[config.mk]
export PLATFORM = sky130hd
export DESIGN_NAME = uart_tx_param
export DESIGN_NICKNAME = d
export VERILOG_FILES = /design/src/rtl/uart_tx_param.sv
export SDC_FILE = /design/constraint.sdc
export NUM_CORES = 1
export LEC_CHECK = 0
export CORE_MARGIN = 2
export CORE_UTILIZATION = 54
export DETAILED_ROUTE_END_ITERATION = 10
export PLACE_DENSITY = 0.76
export SYNTH_ARGS = -nofsm -noshare
export SYNTH_HDL_FRONTEND = slang
export SYNTH_SLANG_ARGS = --single-unit
[constraint.sdc]
create_clock -name clk -period 1.9 [get_ports clk]
set_input_delay 0.475 -clock clk [delete_from_list [all_inputs] [get_ports clk]]
set_output_delay 0.475 -clock clk [all_outputs]
set_load 0.1 [all_outputs]
[src/rtl/uart_tx_param.sv]
// uart_tx_param: parametrised UART transmitter.
// Frame = start bit, DATA_BITS data bits LSB first, optional parity bit,
// STOP_BITS stop bits. Each bit is held for CLK_DIV clock cycles.
// One word is accepted per valid/ready handshake, and only while idle.
module uart_tx_param #(
    parameter int CLK_DIV    = 16,
    parameter int DATA_BITS  = 8,
    parameter int PARITY_EN  = 1,
    parameter int PARITY_ODD = 0,
    parameter int STOP_BITS  = 1
) (
    input  logic                 clk,
    input  logic                 ret,
    input  logic [DATA_BITS-1:0] data,
    input  logic                 valid,
    output logic                 ready,
    output logic                 tx,
    output logic                 busy,
    output logic                 frame_done
);

    localparam int BAUD_W = $clog2(CLK_DIV);

    localparam logic [2:0] IDLE   = 3'd0;
    localparam logic [2:0] START  = 3'd1;
    localparam logic [2:0] DATA   = 3'd2;
    localparam logic [2:0] PARITY = 3'd3;
    localparam logic [2:0] STOP   = 3'd4;

    generate
        if (CLK_DIV < 2 || DATA_BITS < 5 || DATA_BITS > 9 ||
            (STOP_BITS != 1 && STOP_BITS != 2)) begin : g_bad_param
            $error("uart_tx_param: illegal parameter combination");
        end
    endgenerate

    logic [2:0]           state;
    logic [BAUD_W-1:0]    baud_cnt;
    logic [3:0]           bit_cnt;
    logic [DATA_BITS-1:0] shift_reg;
    logic                 par_bit;
    logic                 bit_end;

    // Handshake and status flags follow the state directly.
    always_comb begin
        ready   = (state == IDLE);
        busy    = (state != IDLE);
        bit_end = (baud_cnt == BAUD_W'(CLK_DIV - 1));
    end

    // Frame sequencer: baud/bit counters, shift register and registered tx.
    // tx is loaded with the value of the next bit at each bit boundary so the
    // line changes exactly on the boundary edge and never glitches.
    always_ff @(posedge clk or negedge ret) begin
        if (!ret) begin
            state      <= IDLE;
            baud_cnt   <= '0;
            bit_cnt    <= '0;
            shift_reg  <= '0;
            par_bit    <= 1'b0;
            tx         <= 1'b1;
            frame_done <= 1'b0;
        end else begin
            frame_done <= 1'b0;
            if (state == IDLE) begin
                baud_cnt <= '0;
                bit_cnt  <= '0;
                tx       <= 1'b1;
                if (valid) begin
                    state     <= START;
                    shift_reg <= data;
                    par_bit   <= (^data) ^ 1'(PARITY_ODD);
                    tx        <= 1'b0;
                end
            end else if (!bit_end) begin
                baud_cnt <= baud_cnt + 1'b1;
            end else begin
                baud_cnt <= '0;
                case (state)
                    START: begin
                        state   <= DATA;
                        bit_cnt <= '0;
                        tx      <= shift_reg[0];
                    end
                    DATA: begin
                        if (bit_cnt == 4'(DATA_BITS - 1)) begin
                            bit_cnt <= '0;
                            if (PARITY_EN != 0) begin
                                state <= PARITY;
                                tx    <= par_bit;
                            end else begin
                                state <= STOP;
                                tx    <= 1'b1;
                            end
                        end else begin
                            bit_cnt   <= bit_cnt + 1'b1;
                            shift_reg <= shift_reg >> 1;
                            tx        <= shift_reg[1];
                        end
                    end
                    PARITY: begin
                        state   <= STOP;
                        bit_cnt <= '0;
                        tx      <= 1'b1;
                    end
                    STOP: begin
                        tx <= 1'b1;
                        if (bit_cnt == 4'(STOP_BITS - 1)) begin
                            state      <= IDLE;
                            bit_cnt    <= '0;
                            frame_done <= 1'b1;
                        end else begin
                            bit_cnt <= bit_cnt + 1'b1;
                        end
                    end
                    default: begin
                        state <= IDLE;
                        tx    <= 1'b1;
                    end
                endcase
            end
        end
    end

endmodule

== After elaboration in Yosys (flattened, before gate mapping) ==
Cells that the tools add are included.
Operators by class
  reductions and logical operators: 12
  mux-type cells: 27
  $add $sub $neg: 2
  equality and inequality tests: 10
Operators by type and width (count)
  $mux 8: 5
  $mux 4: 6
  $mux 3: 5
  $pmux 3 s4: 1
  $pmux 4 s3: 1
  $add 4x1->4 const B: 2
  $mux 1: 8
  $reduce_and 4->1: 2
  $reduce_xor 8->1: 1
  $eq 3x2->1 const B: 2
  $ne 3x3->1 const B: 2
  $eq 4x3->1 const B: 1
  $eq 4x4->1 const B: 1
  $logic_not 4->1: 1
  $ne 2x2->1 const B: 2
  $reduce_and 2->1: 2
  $reduce_bool 2->1: 2
  $reduce_bool 4->1: 1
  $eq 3x1->1 const B: 1
  $eq 3x3->1 const B: 1
  $logic_not 3->1: 1
  $reduce_bool 3->1: 1
  $pmux 1 s2: 1
  $reduce_or 2->1: 1
Storage, ports and cells
  register bits after elaboration: 22
  word-level logic and storage cells: 58

== Logic depth before layout (Yosys ltp) ==
Gate-level depths: netlist (run 1).
  depth in word-level cells: 5
  depth in mapped cells: 6
  gate-level depth less buffers: 6

== Worst setup path after synthesis (run 1) ==
No wires, ideal clock.
  kind: reg2reg
  start: reg state[1]
  end: reg shift_reg[4]
  cell stages (with the launch flop): 7
  setup time: 0.125 ns
  period minus slack after synthesis: 2.853 ns
  data required time: 1.775 ns
  arrival time: 2.728 ns
  buffers on the path: 1
  path slack: -0.953 ns
  cells stage by stage: dfrtp_1 > nor2_1 > nand2_1 > inv_1 > buf_2 > mux2_2 > mux2_4
Between the ends
  cells in the longest elaborated chain, start to end: 3
  elaborated cells on any way between the ends: 8
RTL lines
  start: declaration: RTL line 37  | logic [2:0] state;
  start signal: assignment: RTL line 56  | state <= IDLE;
  start signal: assignment: RTL line 70  | state <= START;
  start signal: assignment: RTL line 81  | state <= DATA;
  $logic_not 3->1 *
  named net ready: RTL line 16  | output logic ready,
  $ne 2x2->1 (no source line) or $reduce_bool 2->1 (tied branches)
  $reduce_and 4->1 (no source line)
  end signal: assignment: RTL line 71  | shift_reg <= data;
  end signal: assignment: RTL line 97  | shift_reg <= shift_reg >> 1;
  end: declaration: RTL line 40  | logic [DATA_BITS-1:0] shift_reg;
Mark *: on every way through the listed nets, which the timed path passes. The rest lies on a longest branch.
A chain may end at the register's enable or synchronous reset.

== Final worst setup path (run 1) ==
  start: reg state[0]
  end: out ready
Between the ends
  cells in the longest elaborated chain, start to end: 1
RTL lines
  $logic_not 3->1: RTL line 46  | ready = (state == IDLE);
  end: declaration: RTL line 16
No other way between the ends.

==> flow_summary.ini, run 1 <==
[outcome]
outcome = complete, no violations

[cells_and_area]
regArea_um2 = 554
antenna_cells = 0
multi_input_area_um2 = 703
final_nets = 155
nFillCells = 170
area_growth_pct = 27.6
drive_gt1_share_pct = 36.4
largest_reg_flops = 8

[power_and_ir_drop]
p_int_mw = 1.39
p_sw_mw = 0.942
p_total_mw = 2.33
leakage_nw = 0.706
clockPowerShare_pct = 11.3
seq_power_share_pct = 34.8
p_sw_share_pct = 40.4
vdd_drop_max_v = 0.000838
p_comb_share_pct = 53.9
powerDensity_nw_per_um2 = 1430

[route]
first_pass_iters = 5
routed.top_layer = met4
wl_per_cell_um = 15.3
drc = 0
drt_iter0_drc = 10
wl_met3_um = 98
met1_length_um = 1080
wl_um = 2570
vias = 957
viasPerCell = 5.70
routed-wl-met2_um = 1370
ant_nets = 0

[logic_synthesis]
synth_common_cells = 21 x dfrtp_1, 8 x mux2_2, 8 x xnor2_1
syn_inst = 116
synth_top_flop_cell = dfrtp_1
synth.area.mux_share_pct = 16.9
syn-mean-instance-area_um2 = 11.0
synthArstFlopShare_pct = 100
yosysMostFrequentCell = dfrtp_1
netlist.area_leader.share_pct = 41.2
yosys.area_share.adder_pct = 3.82
synth-edff-count = 0
yosysSeqAreaShare_pct = 43.2
yosys.area.top_type = dfrtp_1
synth-seq-cells = 22
synth_top_family_by_area = multiplexers
synthTopCellsByArea = dfrtp_1 41%, mux2_4 8.2%, mux2_2 7.1%
synthSimpleGateAreaFrac_pct = 10.9
ys_types = 38
synth_nets = 130
syn_area_um2 = 1280
synth_xor_area_share_pct = 5.49
yosysWarnings = 0
synth-compound-area-share_pct = 14.8

[setup_path]
arrival_ns = 1.36
required_ns = 1.42
end_kind = output pin
worst_setup_path_start_kind = flop
critPathMaxFanout = 14
criticalPathCategory = flop to output pin

[clock_tree]
ctsHoldBuffers = 0
clkSlewWorstSetupHoldPaths_ns = 0.13
cts_sinks = 22
root_buffer = clkbuf_4
numCtsBuffers = 3
cts_max_level = 1
ctsLongestPathBuffers = 2
tritoncts = done
insertion_delay_ns = 0.31

[sta]
period_needed_ns = 1.83
skew_ns = 0.00857
hold_viol_final = 0
finalSetupViolations = 0
slew_headroom_pct = 81.2
setup_ws_ns = 0.0653
fmax_ghz = 0.545
rsz0062_at_grt = false
fin_crit_sh_pct = 96.6
slew_viol_final = 0
worst_pin_slew_ns = 0.283

[placed_design]
place_ws_ns = -0.0529
globalplace.congestion = 0.781
hpwl_um = 1860
io_buffer_count = 14

[flow_run]
drv_cap = 0

[floorplanning]
ios = 15
initial_core_util_pct = 57.1
dieWidth_um = 52.6
dieArea_um2 = 2770
die_h_um = 52.6
row_count = 17
core_region_area_um2 = 2230

[grt]
grt_pass1_vias = 976
grt_max_degree = 23
antenna_found_initial = 0
gr-usage-all-layers_pct = 21.6
overflow = 0
grt_pass1_wl_um = 4340

[min_path]
hold_path.class = input port to async pin
cell families (layout without fill, tap and decap cells):
| logic type | after synthesis | count (layout) |
|---|---|---|
| flops | 22 | 22 |
| buf+inv | 12 | 36 |
| simple gates | 27 | 27 |
| mux | 17 | 17 |
| compound gates | 26 | 26 |
| fa+ha+maj | 4 | 4 |
| xor+xnor | 8 | 8 |
worst max-delay path: stages, from the launching register on:
cell and delay [ns]:
dfrtp_2 0.47, nor2_4 0.15, nand2_4 0.11, inv_8 0.13
buf_12 0.18
repair_timing:
item,CTS,global route
endpoints found under the setup margin,2,12
pin swaps,0,3
setup buffers,0,2
resized for setup,3,7
placed cells by master (no fill, tap or decap), types with 2 or more instances in the layout:
cell,Yosys,routed
dfrtp_1,21,19
buf_4,0,12
clkdlybuf4s50_1,0,10
xnor2_1,8,8
mux2_2,8,8
mux2_4,7,7
o21ai_0,7,7
nand2_1,7,6
inv_1,6,5
nor2_1,6,5
nand3_1,4,4
a21oi_1,4,4
buf_12,0,4
a31oi_1,3,3
clkbuf_4,0,3
nand3b_1,2,2
mux2i_1,2,2
ha_1,3,2
dfrtp_2,0,2
power groups by stage:
stage / Combinational (mW) / Clock (mW) / Sequential [mW]
after floorplan: 0.873 / 0 / 0.828
after global placement: 1.15 / 0 / 0.799
after detailed placement: 1.20 / 0 / 0.804
after CTS: 1.21 / 0.265 / 0.810
after global routing: 1.36 / 0.296 / 0.837
final: 1.26 / 0.265 / 0.811
path summary, 6_finish.rpt:
kind                       slack (ns)        start           to  cells past startpoint
min reg2reg                      0.51  baud_cnt[0]  baud_cnt[0]                      1
max reg2reg                      0.07   bit_cnt[1]   bit_cnt[3]                      6
max                              0.07     state[0]        ready                      4
max in group asynchronous        1.12          ret           tx                      2
min in group clk                 0.51  baud_cnt[0]  baud_cnt[0]                      1
min                              0.49          ret   frame_done                      2
per-layer routing:
metal | track usage, % | up-vias
met2 | 38.5 | 27
met1 | 26.4 | 464
met4 | 7.69 | 0
met5 | 0 | -
met3 | 2.57 | 2
li1 | - | 464
per-stage QoR:
step                cell area [µm²]  utilization [%]  hold WS, ns  setup TNS (ns)  std cells
detailed placement             1540             68.9        0.494          -0.337        162
global placement               1540             68.9        0.486          -0.163        162
CTS                            1580             70.9        0.511        -0.00611        166
floorplan                      1300                -        0.179               0        116
finish                         1630             72.9        0.491               0        168
global route                   1630             72.9        0.517               0        168
area by class of cell:
type | count | area share [%]
Multi-Input combinational cell | 82 | 43.2
Inverter | 6 | 1.84
Clock buffer | 4 | 2.23
Tap cell | 28 | 2.15
Sequential cell | 22 | 34.0
Timing Repair Buffer | 26 | 16.6
Note: power is estimated with default switching activity, not from simulation.
==> run 2, diff against run 1 <==
--- a/config.mk
+++ b/config.mk
@@ -8,6 +8,8 @@
 export CORE_MARGIN = 2
 export CORE_UTILIZATION = 54
 export DETAILED_ROUTE_END_ITERATION = 10
+export GPL_ROUTABILITY_DRIVEN = 0
+export GPL_TIMING_DRIVEN = 0
 export PLACE_DENSITY = 0.76
 export SYNTH_ARGS = -nofsm -noshare
 export SYNTH_HDL_FRONTEND = slang
==> flow_summary.ini, run 2 (synthesis gave the netlist of run 1 again) <==
[cells_and_area]
final_common_cell = dfrtp_1
mostFrequentLayoutCells = 21 x dfrtp_1, 10 x clkdlybuf4s50_1, 8 x xnor2_1, 8 x mux2_2, 8 x buf_4
final_nets = 157
post-route-util_pct = 72.7
largest_reg_flops = 8
area_growth_pct = 27.2
nFillCells = 155
antenna_cells = 0
multi_input_area_um2 = 699
regArea_um2 = 552
drive_gt1_share_pct = 34.5

[sta]
fin_setup_tns_ns = 0
hold_viol_final = 0
period_needed_ns = 1.86
setup_ws_ns = 0.0384
rsz0062_at_grt = true
worst_pin_slew_ns = 1.00
skew_ns = 0.00684
slew_viol_final = 0
finalSetupViolations = 0
fmax_ghz = 0.537
slew_headroom_pct = 33.0
hold_slack_ns = 0.479
fin_crit_sh_pct = 98.0

[route]
wl_um = 2600
viasPerCell = 5.84
vias = 992
wl_per_cell_um = 15.3
ant_nets = 0
drc = 0
drt_iter0_drc = 9
first_pass_iters = 7

[floorplanning]
dieArea_um2 = 2770
core_region_area_um2 = 2230
row_count = 17
initial_core_util_pct = 57.1
die_h_um = 52.6
dieWidth_um = 52.6
ios = 15

[clock_tree]
insertion_delay_ns = 0.32
ctsHoldBuffers = 0
ctsLongestPathBuffers = 2
numCtsBuffers = 3
cts_max_level = 1
cts_sinks = 22
clkSlewWorstSetupHoldPaths_ns = 0.13
tritoncts = done
root_buffer = clkbuf_4

[grt]
overflow = 0
use_met1_pct = 26.5
grt_util_met2_pct = 36.7
gr-usage-all-layers_pct = 21.2
grt_max_degree = 23
grt_pass1_vias = 919
grt_pass1_wl_um = 4270
antenna_found_initial = 0
met3_usage_pct = 2.57
grt.busiest_layer = met2

[power_and_ir_drop]
leakage_nw = 0.699
powerDensity_nw_per_um2 = 1510
p_comb_share_pct = 53.0
p_total_mw = 2.45
p_sw_share_pct = 38.9
clockPowerShare_pct = 14.8
p_int_mw = 1.49
p_sw_mw = 0.953
vdd_drop_max_v = 0.00115
seq_power_share_pct = 32.2

[setup_path]
end_kind = flop
required_ns = 2.10
criticalPathCategory = flop to flop
worst_setup_path_start_kind = flop
reg2reg_slack_ns = 0.04
r2r-start = bit_cnt[0]
critPathMaxFanout = 4
slowest_delay_ns = 0.49
crit_start = bit_cnt[0]
critical_path.cell_chain = inv_1, ha_1, or3b_2, a32oi_2, or2_4, o311ai_2
crit_slowest_cell = or3b_2
arrival_ns = 2.06

[outcome]
outcome = complete, no violations

[min_path]
hp-start = baud_cnt[0]
hold_path.class = flop to flop

[placed_design]
place_ws_ns = -0.666
hpwl_um = 1750
io_buffer_count = 14

[flow_run]
drv_cap = 0
## run 2: area by class of cell
cell class                      count  area share (%)
Clock buffer                        3            1.39
Sequential cell                    22            34.0
Multi-Input combinational cell     82            43.1
Clock inverter                      1            1.85
Tap cell                           28            2.16
Timing Repair Buffer               22            12.4
Buffer                              6            3.39
Inverter                            6            1.70
## run 2: power by group through the flow
| stage | clock network, mW | registers [mW] | logic, mW |
|---|---|---|---|
| detailed placement | 0 | 0.786 | 1.15 |
| global placement | 0 | 0.778 | 1.12 |
| global route | 0.393 | 0.807 | 1.40 |
| finish | 0.363 | 0.788 | 1.30 |
| floorplan | 0 | 0.828 | 0.873 |
| CTS | 0.374 | 0.787 | 1.18 |
## run 2: what timing repair did
action                                  in CTS  in global routing
setup buffers                                0                  8
pin swaps                                    0                  2
endpoints found under the setup margin       5                 12
gates resized for setup                     22                  7
## run 2: layer usage
metal	routed length (µm)	part of all wire (%)	vias up
li1	-	-	473
met1	1110	43	474
met2	1330	51	36
met3	105	4.0	9
met4	59	2.3	0
met5	0	0	-
## run 2: path summary, 6_finish.rpt
| kind | to | depth (start not counted) |
|---|---|---|
| min in group asynchronous | bit_cnt[3] | 1 |
| worst min-delay path | baud_cnt[0] | 1 |
| worst min register to register | baud_cnt[0] | 1 |
| max in group asynchronous | state[0] | 1 |
| worst max-delay path | bit_cnt[2] | 6 |
| worst max register to register | bit_cnt[2] | 6 |
## run 2: through the flow
step           std cells  cell area, µm²
2_1_floorplan        116            1300
3_3_place_gp         158            1480
3_5_place_dp         158            1480
5_1_grt              170            1620
4_1_cts              162            1540
6_report             170            1620
## run 2: critical path: cells and delay by family, from the launching register on
kind / cells / cell delay [ns]
AO/OA/AOI/OAI: 2 / 0.39
adder cells (fa/ha/maj): 1 / 0.14
buffers and inverters: 1 / 0.08
flip-flops: 1 / 0.46
AND/OR/NAND/NOR: 2 / 0.68
==> run 3, diff against run 2 <==
--- a/config.mk
+++ b/config.mk
@@ -5,7 +5,8 @@
 export SDC_FILE = /design/constraint.sdc
 export NUM_CORES = 1
 export LEC_CHECK = 0
-export CORE_MARGIN = 2
+export CORE_ASPECT_RATIO = 0.75
+export CORE_MARGIN = 1.5
 export CORE_UTILIZATION = 54
 export DETAILED_ROUTE_END_ITERATION = 10
 export GPL_ROUTABILITY_DRIVEN = 0
==> flow_summary.ini, run 3 (synthesis gave the netlist of run 1 again) <==
[clock_tree]
ctsHoldBuffers = 0
tritoncts = done
insertion_delay_ns = 0.31
root_buffer = clkbuf_4
numCtsBuffers = 3
ctsLongestPathBuffers = 2
cts_sinks = 22
cts_max_level = 1
clkSlewWorstSetupHoldPaths_ns = 0.12

[sta]
slew_viol_final = 0
slew_headroom_pct = 36.2
period_needed_ns = 1.86
rsz0062_at_grt = true
hold_viol_final = 0
fmax_ghz = 0.537
finalSetupViolations = 0
worst_pin_slew_ns = 0.954
skew_ns = 0.00560
fin_crit_sh_pct = 98.0
setup_ws_ns = 0.0386

[cells_and_area]
fin_cells = 171
mostFrequentLayoutCells = 21 x dfrtp_1, 10 x clkdlybuf4s50_1, 8 x xnor2_1, 8 x mux2_2
area_growth_pct = 23.1
antenna_cells = 0
final_nets = 152
drive_gt1_share_pct = 30.7
largest_reg_flops = 8
nFillCells = 175
final_common_cell = dfrtp_1

[placed_design]
place_ws_ns = -0.672
hpwl_um = 1790
dp_cells = 164
io_buffer_count = 14

[grt]
antenna_found_initial = 0
grt_max_degree = 23
grt_pass1_vias = 827
grt_pass1_wl_um = 3800
gr-usage-all-layers_pct = 19.4
overflow = 0

[setup_path]
arrival_ns = 2.08
critPathMaxFanout = 10
reg2reg_slack_ns = 0.04
critical_path.cell_chain = buf_4, buf_6, or2_1, maj3_2, or2_4, o31ai_2
end_kind = flop
crit_slowest_cell = dfrtp_1
r2r.worst_path.cells = 6
rr_endpoint = bit_cnt[3]
required_ns = 2.12
criticalPathCategory = flop to flop
critPathBufInv = 2
worst_setup_path_start_kind = flop
crit_family = simple AND/OR/NAND/NOR gates
slowest_delay_ns = 0.43
r2r-start = state[1]

[floorplanning]
core_region_area_um2 = 2270
initial_core_util_pct = 56.2
dieWidth_um = 59.1
row_count = 15
die_h_um = 45.1
dieArea_um2 = 2670
ios = 15

[flow_run]
drv_cap = 0

[power_and_ir_drop]
powerDensity_nw_per_um2 = 1470
p_int_mw = 1.41
seq_power_share_pct = 34.0
p_sw_mw = 0.899
p_sw_share_pct = 38.9
leakage_nw = 0.672
p_comb_share_pct = 50.9
vdd_drop_max_v = 0.000894
p_total_mw = 2.31
clockPowerShare_pct = 15.1

[min_path]
holdPathStages = 1
hold_path.class = flop to flop
hp-start = baud_cnt[0]
whs_endpoint = baud_cnt[0]

[route]
drt_iter0_drc = 23
first_pass_iters = 5
drc = 0
vias = 950
wl_um = 2390
wl_per_cell_um = 13.9
viasPerCell = 5.56
ant_nets = 0

[outcome]
outcome = complete, no violations
-- run 3: layout make-up --
type / count / area [µm²] / share of cell area [%]
inverter: 6 / 27.5 / 1.75
buffer: 5 / 35.0 / 2.23
sequential: 22 / 552 / 35.1
clock buffer: 3 / 22.5 / 1.43
tap: 34 / 42.5 / 2.71
clock inverter: 1 / 30.0 / 1.91
multi-input combinational: 82 / 691 / 43.9
timing repair buffer: 18 / 171 / 10.9
-- run 3: power groups by stage --
stage          combinational [mW]  sequential, mW  clock [mW]
6_report                     1.18           0.786       0.349
5_1_grt                      1.27           0.803       0.385
4_1_cts                      1.17           0.784       0.357
3_5_place_dp                 1.14           0.787           0
3_3_place_gp                 1.12           0.776           0
2_1_floorplan               0.873           0.828           0
-- run 3: timing repair --
item | CTS | global route
setup buffers | 0 | 4
pin swaps | 1 | 3
resized for setup | 22 | 5
setup endpoints to repair | 4 | 12
-- run 3: routing by layer --
layer | vias to the layer above | global-route usage [%] | wire length, µm
met3 | 2 | 6.02 | 95
met5 | - | 0 | 0
li1 | 464 | - | -
met2 | 18 | 28.4 | 1130
met4 | 0 | 4.09 | 10
met1 | 466 | 28.5 | 1150
-- run 3: per-stage QoR --
step                      hold WS, ns  area [µm²]  utilization (%)  setup TNS [ns]
final                           0.513        1570             69.2               0
after global routing            0.533        1570             69.2         -0.0896
after CTS                       0.517        1550             68.3               0
after detailed placement        0.493        1490             65.5           -1.44
after global placement          0.478        1490             65.5           -1.44
after floorplan                 0.179        1300                -               0
-- run 3: worst max path at each step --
stage / startpoint / endpoint / slack, ns / depth (start not counted)
final: state[1] / bit_cnt[3] / 0.04 / 6
after global routing: bit_cnt[0] / bit_cnt[3] / -0.03 / 6
after CTS: state[0] / ready / 0.008 / 5
after detailed placement: state[1] / ready / -0.67 / 5
after global placement: state[1] / ready / -0.67 / 5
after floorplan: state[1] / shift_reg[4] / 0.0009 / 6
